`src/rtl/if_stage_pkg.sv`:
```
// Shared widths and the instruction-buffer entry type for the fetch stage.
package if_stage_pkg;

  localparam int INST_WIDTH     = 32;
  localparam int INST_FETCH_NUM = 4;
  localparam int INST_PACK      = INST_WIDTH * INST_FETCH_NUM;

  typedef struct packed {
    logic                  valid;
    logic [INST_WIDTH-1:0] pc;
    logic [INST_WIDTH-1:0] inst;
  } ib_entry_t;

endpackage

```
`src/rtl/if_pc_gen.sv`:
```
// Fetch PC register and next-PC selection: redirect, then predicted PC on an
// accepted fetch, otherwise hold.
module if_pc_gen
  import if_stage_pkg::*;
#(
  parameter int PC_WIDTH = INST_WIDTH
) (
  input  logic                clock,
  input  logic                reset,
  input  logic                stall,
  input  logic                take_branch,
  input  logic [PC_WIDTH-1:0] branch_pc,
  input  logic [PC_WIDTH-1:0] pc_predicted,
  input  logic                data_valid,
  output logic [PC_WIDTH-1:0] pc,
  output logic                accepted
);

  logic [PC_WIDTH-1:0] pc_next;

  assign accepted = data_valid & ~stall & ~take_branch;

  // Next-PC priority mux.
  always_comb begin
    pc_next = pc;
    if (take_branch) begin
      pc_next = branch_pc;
    end else if (accepted) begin
      pc_next = pc_predicted;
    end else begin
      pc_next = pc;
    end
  end

  // PC register.
  always_ff @(posedge clock or negedge reset) begin
    if (!reset) begin
      pc <= '0;
    end else begin
      pc <= pc_next;
    end
  end

endmodule

```
`src/rtl/if_stage.sv`:
```
// Instruction fetch stage: issues the aligned fetch address and registers each
// accepted I-cache group into per-slot instruction-buffer entries.
module if_stage #(
  parameter int INST_WIDTH     = if_stage_pkg::INST_WIDTH,
  parameter int INST_FETCH_NUM = if_stage_pkg::INST_FETCH_NUM,
  parameter int INST_PACK      = INST_WIDTH * INST_FETCH_NUM
) (
  input  logic                      clock,
  input  logic                      reset,
  input  logic                      stall,
  input  logic [INST_WIDTH-1:0]     pc_predicted,
  input  logic                      take_branch,
  input  logic [INST_WIDTH-1:0]     branch_pc,
  input  logic [INST_PACK-1:0]      Icache2proc_data,
  input  logic                      Icache2proc_data_valid,
  output logic [INST_WIDTH-1:0]     proc2Icache_addr,
  output if_stage_pkg::ib_entry_t   insts_out [INST_FETCH_NUM],
  output logic                      valid
);

  localparam int BYTE_BITS   = $clog2(INST_WIDTH / 8);
  localparam int SLOT_BITS   = $clog2(INST_FETCH_NUM);
  localparam int OFFSET_BITS = $clog2(INST_PACK / 8);

  logic [INST_WIDTH-1:0]   pc;
  logic                    accepted;
  if_stage_pkg::ib_entry_t group [INST_FETCH_NUM];

  if_pc_gen #(
    .PC_WIDTH (INST_WIDTH)
  ) u_pc_gen (
    .clock        (clock),
    .reset        (reset),
    .stall        (stall),
    .take_branch  (take_branch),
    .branch_pc    (branch_pc),
    .pc_predicted (pc_predicted),
    .data_valid   (Icache2proc_data_valid),
    .pc           (pc),
    .accepted     (accepted)
  );

  assign proc2Icache_addr = {pc[INST_WIDTH-1:OFFSET_BITS], {OFFSET_BITS{1'b0}}};

  // Slots below the PC's own slot were fetched only because of line alignment.
  always_comb begin
    for (int i = 0; i < INST_FETCH_NUM; i++) begin
      group[i].inst  = Icache2proc_data[INST_WIDTH*i +: INST_WIDTH];
      group[i].pc    = {pc[INST_WIDTH-1:OFFSET_BITS], SLOT_BITS'(i), {BYTE_BITS{1'b0}}};
      group[i].valid = (SLOT_BITS'(i) >= pc[OFFSET_BITS-1:BYTE_BITS]);
    end
  end

  // Output register: flush on redirect, hold on stall, load on accepted fetch.
  always_ff @(posedge clock or negedge reset) begin
    if (!reset) begin
      valid <= 1'b0;
      for (int i = 0; i < INST_FETCH_NUM; i++) begin
        insts_out[i] <= '0;
      end
    end else if (take_branch) begin
      valid <= 1'b0;
    end else if (stall) begin
      valid <= valid;
    end else if (accepted) begin
      valid     <= 1'b1;
      insts_out <= group;
    end else begin
      valid <= 1'b0;
    end
  end

endmodule

```
`config.mk`:
```
export PLATFORM = sky130hd
export DESIGN_NAME = if_stage
export DESIGN_NICKNAME = d
export VERILOG_FILES = /design/src/rtl/if_stage_pkg.sv /design/src/rtl/if_pc_gen.sv /design/src/rtl/if_stage.sv
export SDC_FILE = /design/constraint.sdc
export NUM_CORES = 1
export LEC_CHECK = 0
export BUFFER_PORTS_ARGS = -buffer_cell sky130_fd_sc_hd__buf_2
export CORE_AREA = 3 3 191 193
export CTS_CLUSTER_DIAMETER = 60
export CTS_CLUSTER_SIZE = 14
export DETAILED_ROUTE_END_ITERATION = 8
export DIE_AREA = 0 0 194 196
export HOLD_SLACK_MARGIN = 0.12
export PLACE_DENSITY = 0.55
export SYNTH_ARGS = -nofsm -noshare
export SYNTH_HDL_FRONTEND = slang
export SYNTH_SLANG_ARGS = --single-unit
```
`constraint.sdc`:
```
create_clock -name clock -period 1.1 [get_ports clock]
set_clock_uncertainty 0.05 [all_clocks]
set_input_delay 0.11 -clock clock [delete_from_list [all_inputs] [get_ports clock]]
set_output_delay 0.11 -clock clock [all_outputs]
set_load 0.005 [all_outputs]
```
==> metrics.md, run 1 <==
| Metric | Value |
|---|---|
| Slowest stage cell, crit path | `dfrtp_2` |
| Maximum level of the CTS H-tree | `4` |
| Pre-antenna DRT Iters | `4` |
| Vias/cell | `4.09` |
| Min Tclk post-route | `between 1000 and 1500 ps` |
| Worst r2r src | `u_pc_gen.pc[6]` |
| Diodes inserted | `0` |
| CTS tree | `yes` |
| Power per standard cell area | `around 1500 nW/µm²` |
| Nets | `around 1500` |
| Setup_tns | `-10910 ps` |
| Root buffer cell | `clkbuf_16` |
| Placement Rows | `68` |
| Crit Path Category | `register to primary output` |
| Overflow after GRT | `0` |
| Utilization after layout | `0.399` |
| Seq pwr share | `0.441` |
| Residual DRC | `0` |
| LEAKAGE | `roughly 6.8 nW` |
| CTS Sinks | `191` |
| Crit. Startpoint | `insts_out[53]` |
| Max incr delay on CP | `approximately 460 ps` |
| Proportion of power drawn by the clock network | `0.299` |
| Synth Area in XOR/XNOR | `0` |
| Placed Cells | `roughly 1500` |
| Post-route clock period utilization | `1.11` |
| Mux cell area share after synthesis | `0.208` |
| Crit. End Element | `primary output` |
| Compound-Gate Fraction of Synth Area | `0.0304` |
| Non-Filler Instances | `between 1500 and 2000` |
| Min-delay worst type | `input pin to async pin` |
| P&R area growth vs syn | `60.1%` |
| First-pass GRT wire length | `approximately 42000 µm` |
| Post-detail-place hpwl | `19800 µm` |
| RSZ-0062 raised after global routing | `yes` |
| Final ANT Viol Nets | `0` |
| Final setup fails | `between 200 and 250` |
| 1st-iter DRT viols | `between 100 and 150` |
| Total CTS buffers | `17` |
| Die area | `between 30000 and 40000 µm²` |
| Most frequent cells in the layout | `456 x buf_2, 190 x dlygate4sd3_1, 182 x dfrtp_1` |
| Drt total wl | `around 28000 µm` |
| Data required time at the worst endpoint | `940 ps` |
| Reg2reg setup slack | `-10 ps` |
| Leading cell type in the layout, fill and taps excluded | `buf_2` |
| Failing checks | `setup timing` |
| Synth Area in Adders | `0` |
| Post-synthesis sequential area ratio | `0.553` |
| Largest net degree at the start of global routing | `a little over 40` |
| Post-Syn Area | `between 8000 and 9000 µm²` |
| Synth Area in Simple Gates | `0.0563` |
| Number of global-route vias before repair | `~7500` |
| Largest family of logic cells by synthesized area | `multiplexers` |
| Sw frac | `0.290` |
| Type of origin of the critical path | `register` |
| Placer Congestion | `slightly above 0.8` |
| Later-pin clock latency in the skew report | `440 ps` |
| Number of synthesis warnings | `0` |
| Share of cells above drive strength 1 | `0.522` |
| Buffers on Ports | `around 470` |
| WL/cell | `roughly 16 µm` |
| FF-to-FF path depth | `3` |
| Arrival @ worst endpoint | `1060 ps` |
| Buf+Inv Stages, Crit Path | `1` |
| Final Max Tran Viols | `0` |
| Outcome | `finished, violations left` |
| Initial antenna violation count | `1` |
| Fmax | `about 820 MHz` |
| Endpoints failing hold | `0` |
| Maximum root-to-sink buffer count | `2` |
| GRT Util Overall | `0.142` |
| Die width | `between 150 and 200 µm` |
| Starting Density | `0.249` |
| Core area | `34700 µm²` |
| Peak supply drop | `between 0.001 and 0.0015 V` |
| Num ports | `490` |
| Die Y | `slightly below 200 µm` |
| Synthesized flop and latch total | `around 190` |
| Pint | `approximately 0.015 W` |
| Cell family with the largest share of critical-path delay | `flip-flops` |
| Maximum Capacitance Violations | `0` |
| Syn_area_per_cell | `13.4 µm²` |
| Distinct cells, synth | `18` |
| Final setup margin | `-120 ps` |
| Via total after detailed routing | `7084` |
| Synthesized instance count | `approximately 650` |
| Area of the multi-input gates | `~2600 µm²` |
| FF/Latch Area | `4790 µm²` |
| Worst R2R End | `insts_out[38]` |
| # fillers | `between 3000 and 4000` |
| Combinational power share | `0.260` |
| Clk slew on worst S/H paths | `approximately 70 ps` |
| Worst-path cell chain | `buf_2` |
| NetSw | `0.00605 W` |
| Worst-path fanout max | `5` |
-- logic make-up after synthesis --
family          Yosys count
mux                     160
other cells               1
flops                   191
buf+inv                 198
simple gates             66
compound gates           30
-- cells in the mapped netlist --
cell type,n,area share
nor2_1,2,0.00087
mux2_2,60,0.078
clkbuf_1,18,0.0078
dfrtp_1,191,0.55
or2_2,1,0.00072
mux2_1,99,0.13
buf_6,6,0.0078
mux2i_1,1,0.0012
or4bb_1,26,0.034
buf_4,137,0.12
inv_1,30,0.013
nor3b_2,1,0.0014
nand4bb_1,4,0.0052
nor2b_1,1,0.00072
nand2_1,31,0.013
o311ai_0,30,0.030
conb_1,1,0.00043
buf_2,7,0.0041
-- final cells by class --
cell class / instances / share of cell area
Timing Repair Buffer: 752 / 0.372
Sequential cell: 191 / 0.346
Multi-Input combinational cell: 272 / 0.190
Tap cell: 455 / 0.0411
Clock buffer: 18 / 0.0310
Clock inverter: 14 / 0.0108
Inverter: 30 / 0.00813
-- flip-flops by register name (all words and copies together) (netlist names) --
signal	count
insts_out	160
u_pc_gen.pc	30
valid	1
-- worst max path at each step --
stage / end / slack [ps] / depth (start not counted)
after floorplan: insts_out[0] / -90 / 4
after global placement: insts_out[82] / -370 / 5
after detailed placement: insts_out[82] / -400 / 5
after CTS: insts_out[183] / -170 / 1
after global routing: insts_out[112] / -180 / 1
final: insts_out[183] / -120 / 1
-- through the flow --
stage	setup slack (ps)	total power (W)	instance area [µm²]	hold WS, ps
after floorplan	-90.9	0.0118	8760	-236
after detailed placement	-395	0.0139	11000	34.4
after global routing	-185	0.0221	13800	131
after global placement	-369	0.0138	11000	29.3
after CTS	-169	0.0210	13700	97.8
final	-120	0.0208	13800	122
-- layer usage --
| metal | up-vias | share of wire | track usage |
|---|---|---|---|
| li1 | 3311 | - | - |
| met1 | 3446 | 0.39 | 0.157 |
| met2 | 296 | 0.53 | 0.263 |
| met3 | 29 | 0.067 | 0.0416 |
| met4 | 2 | 0.014 | 0.0410 |
| met5 | - | 0.00025 | 0 |
-- power by group through the flow --
stage               combinational (W)  sequential, W  clock, W
finish                        0.00541        0.00919   0.00624
global route                  0.00589        0.00938   0.00681
CTS                           0.00529        0.00918   0.00656
detailed placement            0.00459        0.00927         0
global placement              0.00455        0.00923         0
floorplan                     0.00258        0.00926         0
-- worst register-to-register path: stages, from the launching register on --
cell and delay (ps):
dfrtp_1 390, buf_4 130, buf_4 130, mux2_1 290
-- timing repair --
item                       4_1_cts  5_1_grt
hold buffers                   190        0
resized for setup                9       14
setup endpoints to repair      277      278
hold endpoints to repair       349        0
setup buffers                   30       12
(Power assumes the default switching activity.)
==> run 2, diff against run 1 <==
SETUP_SLACK_MARGIN = 0.1   (was unset)
==> run 2 against run 1 <==
The run still ends with setup timing left. Critical path depth is 4 higher. Via count is 4.0% higher. Die area stayed put. Highest routed layer is now met4. Cell count is 1.8% higher.
==> metrics.md, run 2 (same netlist as run 1, synthesis figures left out) <==
| Metric | Value |
|---|---|
| Proportion of power drawn by the clock network | `0.288 (-0.011)` |
| Met2 GRT Util | `0.283 (+0.0198)` |
| Biggest register | `insts_out` |
| Final setup fails | `276 (+14%)` |
| Clk slew on worst S/H paths | `80 ps (about the same)` |
| Worst-path cell chain | `buf_8, buf_4, dlygate4sd3_1, or4bb_1, o311ai_1` |
| Via total after detailed routing | `7369 (+4.0%)` |
| Worst-path fanout max | `10 (+5)` |
| Outcome | `finished, violations left` |
| Num ports | `490 (unchanged)` |
| Die area | `38000 µm² (unchanged)` |
| 1st-iter DRT viols | `152 (+13%)` |
| DP Worst Slack | `-427 ps (-32.0 ps)` |
| Initial antenna violation count | `1 (unchanged)` |
| Endpoints failing hold | `0 (unchanged)` |
| Total CTS buffers | `17 (unchanged)` |
| Seq pwr share | `0.412 (-0.029)` |
| Vias/cell | `4.18 (+2.2%)` |
| Final ANT Viol Nets | `0 (unchanged)` |
| CTS tree | `yes` |
| NetSw | `0.00657 W (+8.6%)` |
| Sw frac | `0.292 (+0.00165)` |
| Drt total wl | `31800 µm (+14%)` |
| Setup_tns | `-12850 ps (-1930 ps)` |
| Final setup margin | `-166 ps (-45.5 ps)` |
| Placement Rows | `68 (unchanged)` |
| Min-delay worst type | `input pin to register` |
| Die width | `194 µm (unchanged)` |
| Largest regs | `insts_out (160), u_pc_gen.pc (30), valid (1)` |
| Crit Path Category | `input pin to register` |
| Met1 usage | `0.164 (+0.00698)` |
| Pre-antenna DRT Iters | `4 (unchanged)` |
| Utilization after layout | `0.440 (+0.0416)` |
| Hold Slack | `66.8 ps (-55.2 ps)` |
| Most used routing layer | `met2` |
| Root buffer cell | `clkbuf_16` |
| Share of cells above drive strength 1 | `0.601 (+0.0791)` |
| Post-detail-place hpwl | `20300 µm (+2.8%)` |
| Largest net degree at the start of global routing | `38 (-7.3%)` |
| Buf+Inv Stages, Crit Path | `3 (+2)` |
| Peak supply drop | `0.00114 V (+13%)` |
| Post-route clock period utilization | `1.15 (+0.0414)` |
| Later-pin clock latency in the skew report | `440 ps (about the same)` |
| Die Y | `196 µm (unchanged)` |
| Nets | `1491 (+2.1%)` |
| RSZ-0062 raised after global routing | `yes` |
| Max incr delay on CP | `600 ps (+140 ps)` |
| Number of global-route vias before repair | `7824 (+4.1%)` |
| CTS Sinks | `191 (unchanged)` |
| Power per standard cell area | `1470 nW/µm² (-2.2%)` |
| WL/cell | `18.1 µm (+12%)` |
| Leading cell type in the layout, fill and taps excluded | `buf_2` |
| Routing usage on met3 | `0.0419 (+0.000343)` |
| GRT Util Overall | `0.151 (+0.00898)` |
| Maximum level of the CTS H-tree | `4 (unchanged)` |
| Crit. End Element | `register` |
| Pint | `0.0159 W (+7.7%)` |
| Arrival @ worst endpoint | `1560 ps (+500 ps)` |
| Residual DRC | `0 (unchanged)` |
| Core area | `34700 µm² (unchanged)` |
| Buffers on Ports | `469 (unchanged)` |
| Combinational power share | `0.300 (+0.040)` |
| Most frequent cells in the layout | `437 x buf_2, 188 x dlygate4sd3_1, 178 x dfrtp_1` |
| Starting Density | `0.249 (unchanged)` |
| Finished layout cell area | `15300 µm² (+10%)` |
| First-pass GRT wire length | `44800 µm (+5.4%)` |
| Data required time at the worst endpoint | `1400 ps (+460 ps)` |
| Maximum Capacitance Violations | `0 (unchanged)` |
| Type of origin of the critical path | `input pin` |
| Final Max Tran Viols | `0 (unchanged)` |
| Max reg flops | `160 (unchanged)` |
| LEAKAGE | `7.64 nW (+12%)` |
| Dpl cell area | `11000 µm² (+0.34%)` |
| Slowest stage cell, crit path | `dlygate4sd3_1` |
| Min Tclk post-route | `1270 ps (+45.5 ps)` |
| Overflow after GRT | `0 (unchanged)` |
| Maximum root-to-sink buffer count | `2 (unchanged)` |
| Failing checks | `setup timing` |
| Cell family with the largest share of critical-path delay | `buffers and inverters` |
| Placer Congestion | `0.844 (+2.9%)` |
| Fmax | `790 MHz (-3.6%)` |
| P&R area growth vs syn | `76.8%` |
==> run 2: cell count changes in the layout (fill, tap and decap cells not counted), sizes merged <==
| cell | previous run | this run |
|---|---|---|
| clkinvlp | 5 | 0 |
| diode | 0 | 1 |
| clkinv | 1 | 3 |
| clkbuf | 19 | 22 |
| dlymetal6s4s | 0 | 2 |
| buf | 561 | 587 |
| inv | 37 | 41 |
| dlygate4sd3 | 190 | 188 |
==> run 2: final cells by class <==
class | count | area, µm²
Clock inverter | 15 | 183
Tap cell | 455 | 569
Timing Repair Buffer | 782 | 6020
Clock buffer | 17 | 425
Antenna cell | 1 | 2.50
Inverter | 30 | 113
Fill cell | 3143 | 19400
Sequential cell | 191 | 4800
Multi-Input combinational cell | 272 | 3180
==> run 2: power by group through the flow <==
stage	combinational, W	sequential, W	clock (W)
final	0.00675	0.00927	0.00648
after detailed placement	0.00457	0.00928	0
after global routing	0.00725	0.00946	0.00698
after global placement	0.00453	0.00926	0
after CTS	0.00567	0.00915	0.00673
after floorplan	0.00258	0.00926	0
==> run 2: what timing repair did <==
item	in CTS	in global routing
endpoints found under the setup margin	318	430
resized for setup	68	193
hold buffers	188	2
pin swaps	1	4
hold endpoints to repair	350	7
cloned	6	5
buffers inserted	38	33
==> run 2: per-layer routing <==
layer / wire (µm) / part of all wire
met2: 17100 / 0.54
met3: 1810 / 0.057
met5: 0 / 0
met4: 756 / 0.024
met1: 12200 / 0.38
==> run 2: path summary, 6_finish.rpt <==
check	start	end	slack (ps)	cells after the start
setup / recovery	stall	u_pc_gen.pc[23]	-170	5
hold / removal	pc_predicted[3]	u_pc_gen.pc[3]	70	3
setup reg to reg	u_pc_gen.pc[23]	insts_out[55]	10	3
hold reg to reg	insts_out[91]	insts_out[91]	430	1
max in group asynchronous	reset	insts_out[41]	320	3
min in group asynchronous	reset	insts_out[14]	140	2
==> run 2: through the flow <==
stage	total power, W	cells
CTS	0.0215	1735
global placement	0.0138	1471
finish	0.0225	1763
global route	0.0237	1763
floorplan	0.0118	661
detailed placement	0.0139	1471
==> run 2: worst min-delay path, stage by stage <==
cell and delay [ps]:
buf_2 100, or4bb_1 180, o311ai_0 120
